File: src/rtl/melody_pkg.sv
// Shared types and constants for the melody sequencer: FSM states, note codes,
// RAM entry layout and the note-code to one-hot select mapping.
package melody_pkg;

    typedef enum logic [1:0] {
        ST_IDLE  = 2'd0,
        ST_FETCH = 2'd1,
        ST_NOTE  = 2'd2,
        ST_GAP   = 2'd3
    } state_e;

    localparam logic [2:0] NOTE_REST = 3'd0;
    localparam logic [2:0] NOTE_DOI  = 3'd1;
    localparam logic [2:0] NOTE_RE   = 3'd2;
    localparam logic [2:0] NOTE_MI   = 3'd3;
    localparam logic [2:0] NOTE_FA   = 3'd4;
    localparam logic [2:0] NOTE_SO   = 3'd5;

    // Entry layout: {note[2:0], duration[3:0]}
    localparam int ENTRY_W  = 7;
    localparam int NOTE_LSB = 4;
    localparam int NOTE_W   = 3;
    localparam int DUR_LSB  = 0;
    localparam int DUR_W    = 4;

    // Codes 0, 6 and 7 are rests and map to a silent select.
    function automatic logic [4:0] note_to_select(input logic [NOTE_W-1:0] code);
        logic [4:0] sel;
        sel = 5'b00000;
        case (code)
            NOTE_DOI: sel = 5'b00001;
            NOTE_RE:  sel = 5'b00010;
            NOTE_MI:  sel = 5'b00100;
            NOTE_FA:  sel = 5'b01000;
            NOTE_SO:  sel = 5'b10000;
            default:  sel = 5'b00000;
        endcase
        return sel;
    endfunction

endpackage

File: src/rtl/melody_ram.sv
// Melody entry store: one write port, one registered read port, no reset.
// A same-cycle write to the address being read is forwarded to the read data.
module melody_ram #(
    parameter int DEPTH = 16,
    parameter int AW    = $clog2(DEPTH),
    parameter int DW    = 7
) (
    input  logic          clk,
    input  logic          we_i,
    input  logic [AW-1:0] waddr_i,
    input  logic [DW-1:0] wdata_i,
    input  logic [AW-1:0] raddr_i,
    output logic [DW-1:0] rdata_o
);

    logic [DW-1:0] mem_q [DEPTH];
    logic [DW-1:0] rdata_q;

    always_ff @(posedge clk) begin
        if (we_i) begin
            mem_q[waddr_i] <= wdata_i;
        end
        if (we_i && (waddr_i == raddr_i)) begin
            rdata_q <= wdata_i;
        end else begin
            rdata_q <= mem_q[raddr_i];
        end
    end

    assign rdata_o = rdata_q;

endmodule

File: src/rtl/melody_sequencer.sv
// Steps through stored note/duration entries and drives a one-hot note select.
// Optional MELODY_LOOP_EN: wrap to entry 0 at the end instead of finishing.
module melody_sequencer
    import melody_pkg::*;
#(
    parameter int DEPTH       = 16,
    parameter int UNIT_CYCLES = 1000000,
    parameter int GAP_CYCLES  = 50000,
    localparam int AW         = $clog2(DEPTH)
) (
    input  logic               clk,
    input  logic               rst_n,
    input  logic               wr_en,
    input  logic [AW-1:0]      wr_addr,
    input  logic [ENTRY_W-1:0] wr_data,
    input  logic               start,
    input  logic               stop,
    output logic [4:0]         select,
    output logic               busy,
    output logic               done,
    output logic [AW-1:0]      index
);

    localparam int CW = $clog2(15 * UNIT_CYCLES + 1);
    localparam int GW = (GAP_CYCLES > 0) ? $clog2(GAP_CYCLES + 1) : 1;
    localparam logic [AW-1:0] LAST_IDX = AW'(DEPTH - 1);

    state_e             state_q, state_d;
    logic [AW-1:0]      index_q, index_d;
    logic [CW-1:0]      dur_cnt_q, dur_cnt_d;
    logic [GW-1:0]      gap_cnt_q, gap_cnt_d;
    logic [4:0]         select_q, select_d;
    logic               done_q, done_d;

    logic               ram_we;
    logic [ENTRY_W-1:0] rd_data;
    logic [NOTE_W-1:0]  rd_note;
    logic [DUR_W-1:0]   rd_dur;
    logic               advance;
    logic               finish;

    assign ram_we  = wr_en && (state_q == ST_IDLE);
    assign rd_note = rd_data[NOTE_LSB +: NOTE_W];
    assign rd_dur  = rd_data[DUR_LSB +: DUR_W];

    // Reading at index_d means the entry is already on rd_data during FETCH.
    melody_ram #(
        .DEPTH (DEPTH),
        .AW    (AW),
        .DW    (ENTRY_W)
    ) u_ram (
        .clk     (clk),
        .we_i    (ram_we),
        .waddr_i (wr_addr),
        .wdata_i (wr_data),
        .raddr_i (index_d),
        .rdata_o (rd_data)
    );

    always_comb begin
        state_d   = state_q;
        index_d   = index_q;
        dur_cnt_d = dur_cnt_q;
        gap_cnt_d = gap_cnt_q;
        select_d  = select_q;
        done_d    = 1'b0;
        advance   = 1'b0;
        finish    = 1'b0;

        case (state_q)
            ST_IDLE: begin
                select_d = '0;
                if (start && !stop) begin
                    state_d = ST_FETCH;
                    index_d = '0;
                end
            end
            ST_FETCH: begin
                select_d = '0;
                if (rd_dur == '0) begin
`ifdef MELODY_LOOP_EN
                    // An end marker at entry 0 still finishes so an empty melody cannot spin.
                    if (index_q != '0) begin
                        state_d = ST_FETCH;
                        index_d = '0;
                    end else begin
                        finish = 1'b1;
                    end
`else
                    finish = 1'b1;
`endif
                end else begin
                    state_d   = ST_NOTE;
                    select_d  = note_to_select(rd_note);
                    dur_cnt_d = CW'(rd_dur) * CW'(UNIT_CYCLES);
                end
            end
            ST_NOTE: begin
                if (dur_cnt_q <= CW'(1)) begin
                    dur_cnt_d = '0;
                    select_d  = '0;
                    if (GAP_CYCLES > 0) begin
                        state_d   = ST_GAP;
                        gap_cnt_d = GW'(GAP_CYCLES);
                    end else begin
                        advance = 1'b1;
                    end
                end else begin
                    dur_cnt_d = dur_cnt_q - 1'b1;
                end
            end
            ST_GAP: begin
                select_d = '0;
                if (gap_cnt_q <= GW'(1)) begin
                    gap_cnt_d = '0;
                    advance   = 1'b1;
                end else begin
                    gap_cnt_d = gap_cnt_q - 1'b1;
                end
            end
            default: begin
                state_d = ST_IDLE;
            end
        endcase

        if (advance) begin
            if (index_q == LAST_IDX) begin
`ifdef MELODY_LOOP_EN
                state_d = ST_FETCH;
                index_d = '0;
`else
                finish = 1'b1;
`endif
            end else begin
                state_d = ST_FETCH;
                index_d = index_q + 1'b1;
            end
        end

        if (finish) begin
            state_d = ST_IDLE;
            index_d = '0;
            done_d  = 1'b1;
        end

        // Abort overrides everything, including a completion in the same cycle.
        if (stop && (state_q != ST_IDLE)) begin
            state_d   = ST_IDLE;
            index_d   = '0;
            select_d  = '0;
            dur_cnt_d = '0;
            gap_cnt_d = '0;
            done_d    = 1'b0;
        end
    end

    always_ff @(posedge clk or negedge rst_n) begin
        if (!rst_n) begin
            state_q   <= ST_IDLE;
            index_q   <= '0;
            dur_cnt_q <= '0;
            gap_cnt_q <= '0;
            select_q  <= '0;
            done_q    <= 1'b0;
        end else begin
            state_q   <= state_d;
            index_q   <= index_d;
            dur_cnt_q <= dur_cnt_d;
            gap_cnt_q <= gap_cnt_d;
            select_q  <= select_d;
            done_q    <= done_d;
        end
    end

    assign select = select_q;
    assign busy   = (state_q != ST_IDLE);
    assign done   = done_q;
    assign index  = index_q;

endmodule

File: config.mk
export PLATFORM = sky130hd
export DESIGN_NAME = melody_sequencer
export DESIGN_NICKNAME = d
export VERILOG_FILES = /design/src/rtl/melody_pkg.sv /design/src/rtl/melody_ram.sv /design/src/rtl/melody_sequencer.sv
export SDC_FILE = /design/constraint.sdc
export NUM_CORES = 1
export LEC_CHECK = 0
export ABC_AREA = 1
export CORE_ASPECT_RATIO = 0.7
export CORE_UTILIZATION = 69
export CTS_BUF_LIST = sky130_fd_sc_hd__clkbuf_4 sky130_fd_sc_hd__clkbuf_8
export CTS_CLUSTER_DIAMETER = 120
export DETAILED_ROUTE_END_ITERATION = 6
export PLACE_DENSITY = 0.95
export SLEW_MARGIN = 40
export SYNTH_ARGS = -nofsm -noshare
export SYNTH_HDL_FRONTEND = slang
export SYNTH_HIERARCHICAL = 1
export SYNTH_SLANG_ARGS = --single-unit
File: constraint.sdc
create_clock -name clk -period 7 [get_ports clk]
set_input_delay 0.7 -clock clk [delete_from_list [all_inputs] [get_ports clk]]
set_output_delay 0.7 -clock clk [all_outputs]
set_load 0.05 [all_outputs]
==> results.ini <==
[status]
status=finished, final reports clean

[cells_and_area]
layout-drive-gt1-share_pct=5.03
ff_latch_area_um2=4750
antenna-diode-count=0
area_growth_pct=7.99
multi_input_area_um2=3610
fin_nets=1183
n_fill_cell=785
finalInstanceArea_um2=9860

[floorplanning]
die_width_um=140
die_h_um=98.3
io_pins=27
die-area_um2=13700
fp-row-count=34
floorplan.initialDensity_pct=72.1
core-area_um2=12700

[global_routing]
grt_pass1_wl_mm=37.9
grt_pass1_vias=7622
track_usage_pct=36.1
antenna_found_initial=0
grt-ovfl-total=0
grt_max_degree=58

[clocking]
cts_buffer_depth=2
numCtsBuffers=17
clk_latency_ns=0.47
ctsHoldBuffers=0
cts_tree=done
cts_setup_buffers=0
cts-htree-levels=4
cts.sinks=168
clkTransAtPathRegs_ns=0.10
cts_resized=0
ctsRootBufferMaster=clkbuf_8

[sta]
period_needed_ns=4.93
maxSlewViolCount=0
clock.fmax_ghz=0.203
rsz0062_at_grt=false
skew_ns=0.0188
tightest_slew_ns=0.858
min_period_over_period_pct=70.5
setup_violations=0
final_hold_viol_count=0
slew_headroom_pct=42.6
tns_ns=0

[placed_design]
globalplace.congestion=0.987
dpl_cell_area_um2=9450
dpl.hpwl_mm=15.1
port_buffers=26

[synthesis]
avgSynthCellArea_um2=8.15
seq_area_frac_synth_pct=51.9
synth_area_um2=9140
synth_enable_flop_cells=112
synth_cells=1121
synth_flop_cell=edfxtp_1
synth_cell_types=35
synth_async_sr_flop_share_pct=31.0
ys_ff_latch=168
synth_nets=1165
yosys_warnings=6

[drt]
drt-initial-drc-count=1454
firstDrtPassIters=7
drc=0
via_count=8011
post_drt_wl_per_cell_um=17.8
wirelength_mm=23.4
final_antenna_net_count=0
viasPerCell=6.10

[pwr]
leakage_nw=4.67
power.density_nw_per_um2=436
p_total_mw=4.30
ir_worst_vdd_mv=0.280

[worst_hold_path]
hold_class=input pin to asynchronous set/reset pin

[job]
cap_violations=0

[setup_path]
cp_slowest_cell=clkinv_2
worstPathRequired_ns=7.35
crit_fanout=57
r2r-end=dur_cnt_q[22]$_DFFE_PN0P_
regToRegSetupSlack_ns=2.07
timing.critical_path.mode_cell=nand2_1
slowest_delay_ns=0.79
crit_chain=buf_4 -> clkinv_2 -> nand2_1 -> nand2_1 -> nand2_1 -> nand3_1 -> nand3_1 -> nand2_1 -> fa_1 -> inv_1 -> fa_1 -> inv_1 -> ha_1 -> a21oi_1 -> nand2_1 -> nand2_1 -> nand2_1 -> nand2_1 -> nand3_1 -> nand2_1 -> inv_1 -> nand2_1 -> nand2_1
setup.worst_path.start_class=flop
end_kind=flop
r2r_cells=23
arrival_ns=5.29
crit_type=flop to flop

[critical path: cells and delay by family (launching register included)]
kind	cells	cell delay, ns
buffers and inverters	5	1.42
DFF	1	0.33
and+or+nand+nor	14	1.43
adders and majority gates	3	1.45
AOI/OAI and AO/OA	1	0.15
[cell usage in the layout (no fill, tap or decap), drive strengths merged, types with 5 or more instances in the layout]
master         netlist  layout
nand3              141     141
edfxtp             112     112
clkbuf               6      17
nand4               13      13
fa                   5       5
xor2                16      16
ha                  23      23
clkdlybuf4s50        0      25
o21ai               35      35
nor2               127     127
dfrtp               52      52
nand2              368     368
a21oi               12      12
inv                163     170
clkinv               1       8
[layer usage]
layer | share of wire, % | GRT usage, %
met3 | 13 | 8.93
met5 | 0 | 0
met1 | 40 | 50.8
met4 | 3.4 | 14.7
met2 | 44 | 54.2
[how the worst max path moves through the flow]
stage	endpoint	slack, ns
floorplan	dur_cnt_q[22]$_DFFE_PN0P_	3.70
finish	dur_cnt_q[22]$_DFFE_PN0P_	2.07
detailed placement	dur_cnt_q[22]$_DFFE_PN0P_	2.49
CTS	dur_cnt_q[22]$_DFFE_PN0P_	2.48
global route	dur_cnt_q[22]$_DFFE_PN0P_	1.73
global placement	dur_cnt_q[22]$_DFFE_PN0P_	2.72
[per-stage QoR]
| stage | util (%) | hold WS [ns] | worst slack, ns | std cells |
|---|---|---|---|---|
| after floorplan | - | 0.404 | 3.70 | 1121 |
| after global placement | 74.5 | 0.465 | 2.72 | 1282 |
| after detailed placement | 74.6 | 0.473 | 2.49 | 1282 |
| after CTS | 77.8 | 0.363 | 2.48 | 1314 |
| after global routing | 77.8 | 0.405 | 1.73 | 1314 |
| final | 77.8 | 0.344 | 2.07 | 1314 |
[cell usage after synthesis (all sizes together), types with 5 or more instances]
master	instances	area, um^2
nand4	13	81.3
dfrtp	52	1300
ha	23	288
nand3	141	716
xor2	16	140
nand2	368	1400
edfxtp	112	3360
a21oi	12	60.1
buf	24	148
inv	163	612
fa	5	100
clkbuf	6	22.5
nor2	127	492
o21ai	35	179
[report_power, final]
| group | internal, mW | leakage, nW | total (mW) | switching, mW |
|---|---|---|---|---|
| sequential | 1.19 | 1.73 | 1.34 | 0.153 |
| clock | 0.274 | 0.202 | 0.702 | 0.428 |
| combinational | 0.754 | 2.74 | 2.26 | 1.50 |
[cells by family (layout without fill, tap and decap cells)]
group | after synthesis | after routing | share of synthesized area [%]
compound gates | 55 | 55 | 3.41
xor+xnor | 20 | 20 | 1.92
fa+ha+maj | 28 | 28 | 4.25
buf+inv | 194 | 225 | 8.60
flops | 168 | 168 | 51.9
simple gates | 656 | 656 | 29.9
[registers in the layout, indices dropped and copies added (netlist names), named ones only]
register     count
done             1
dur_cnt_q       24
gap_cnt_q       16
index            4
select           5
state_q          2
u_ram/mem_q    112
[cell type report]
type	count	area share, %
Sequential cell	168	48.1
Multi-Input combinational cell	759	36.6
Inverter	164	6.25
Timing Repair Buffer	29	2.82
Clock buffer	17	2.37
Tap cell	162	2.05
Clock inverter	15	1.75
Note: power is estimated with default switching activity, not from simulation.
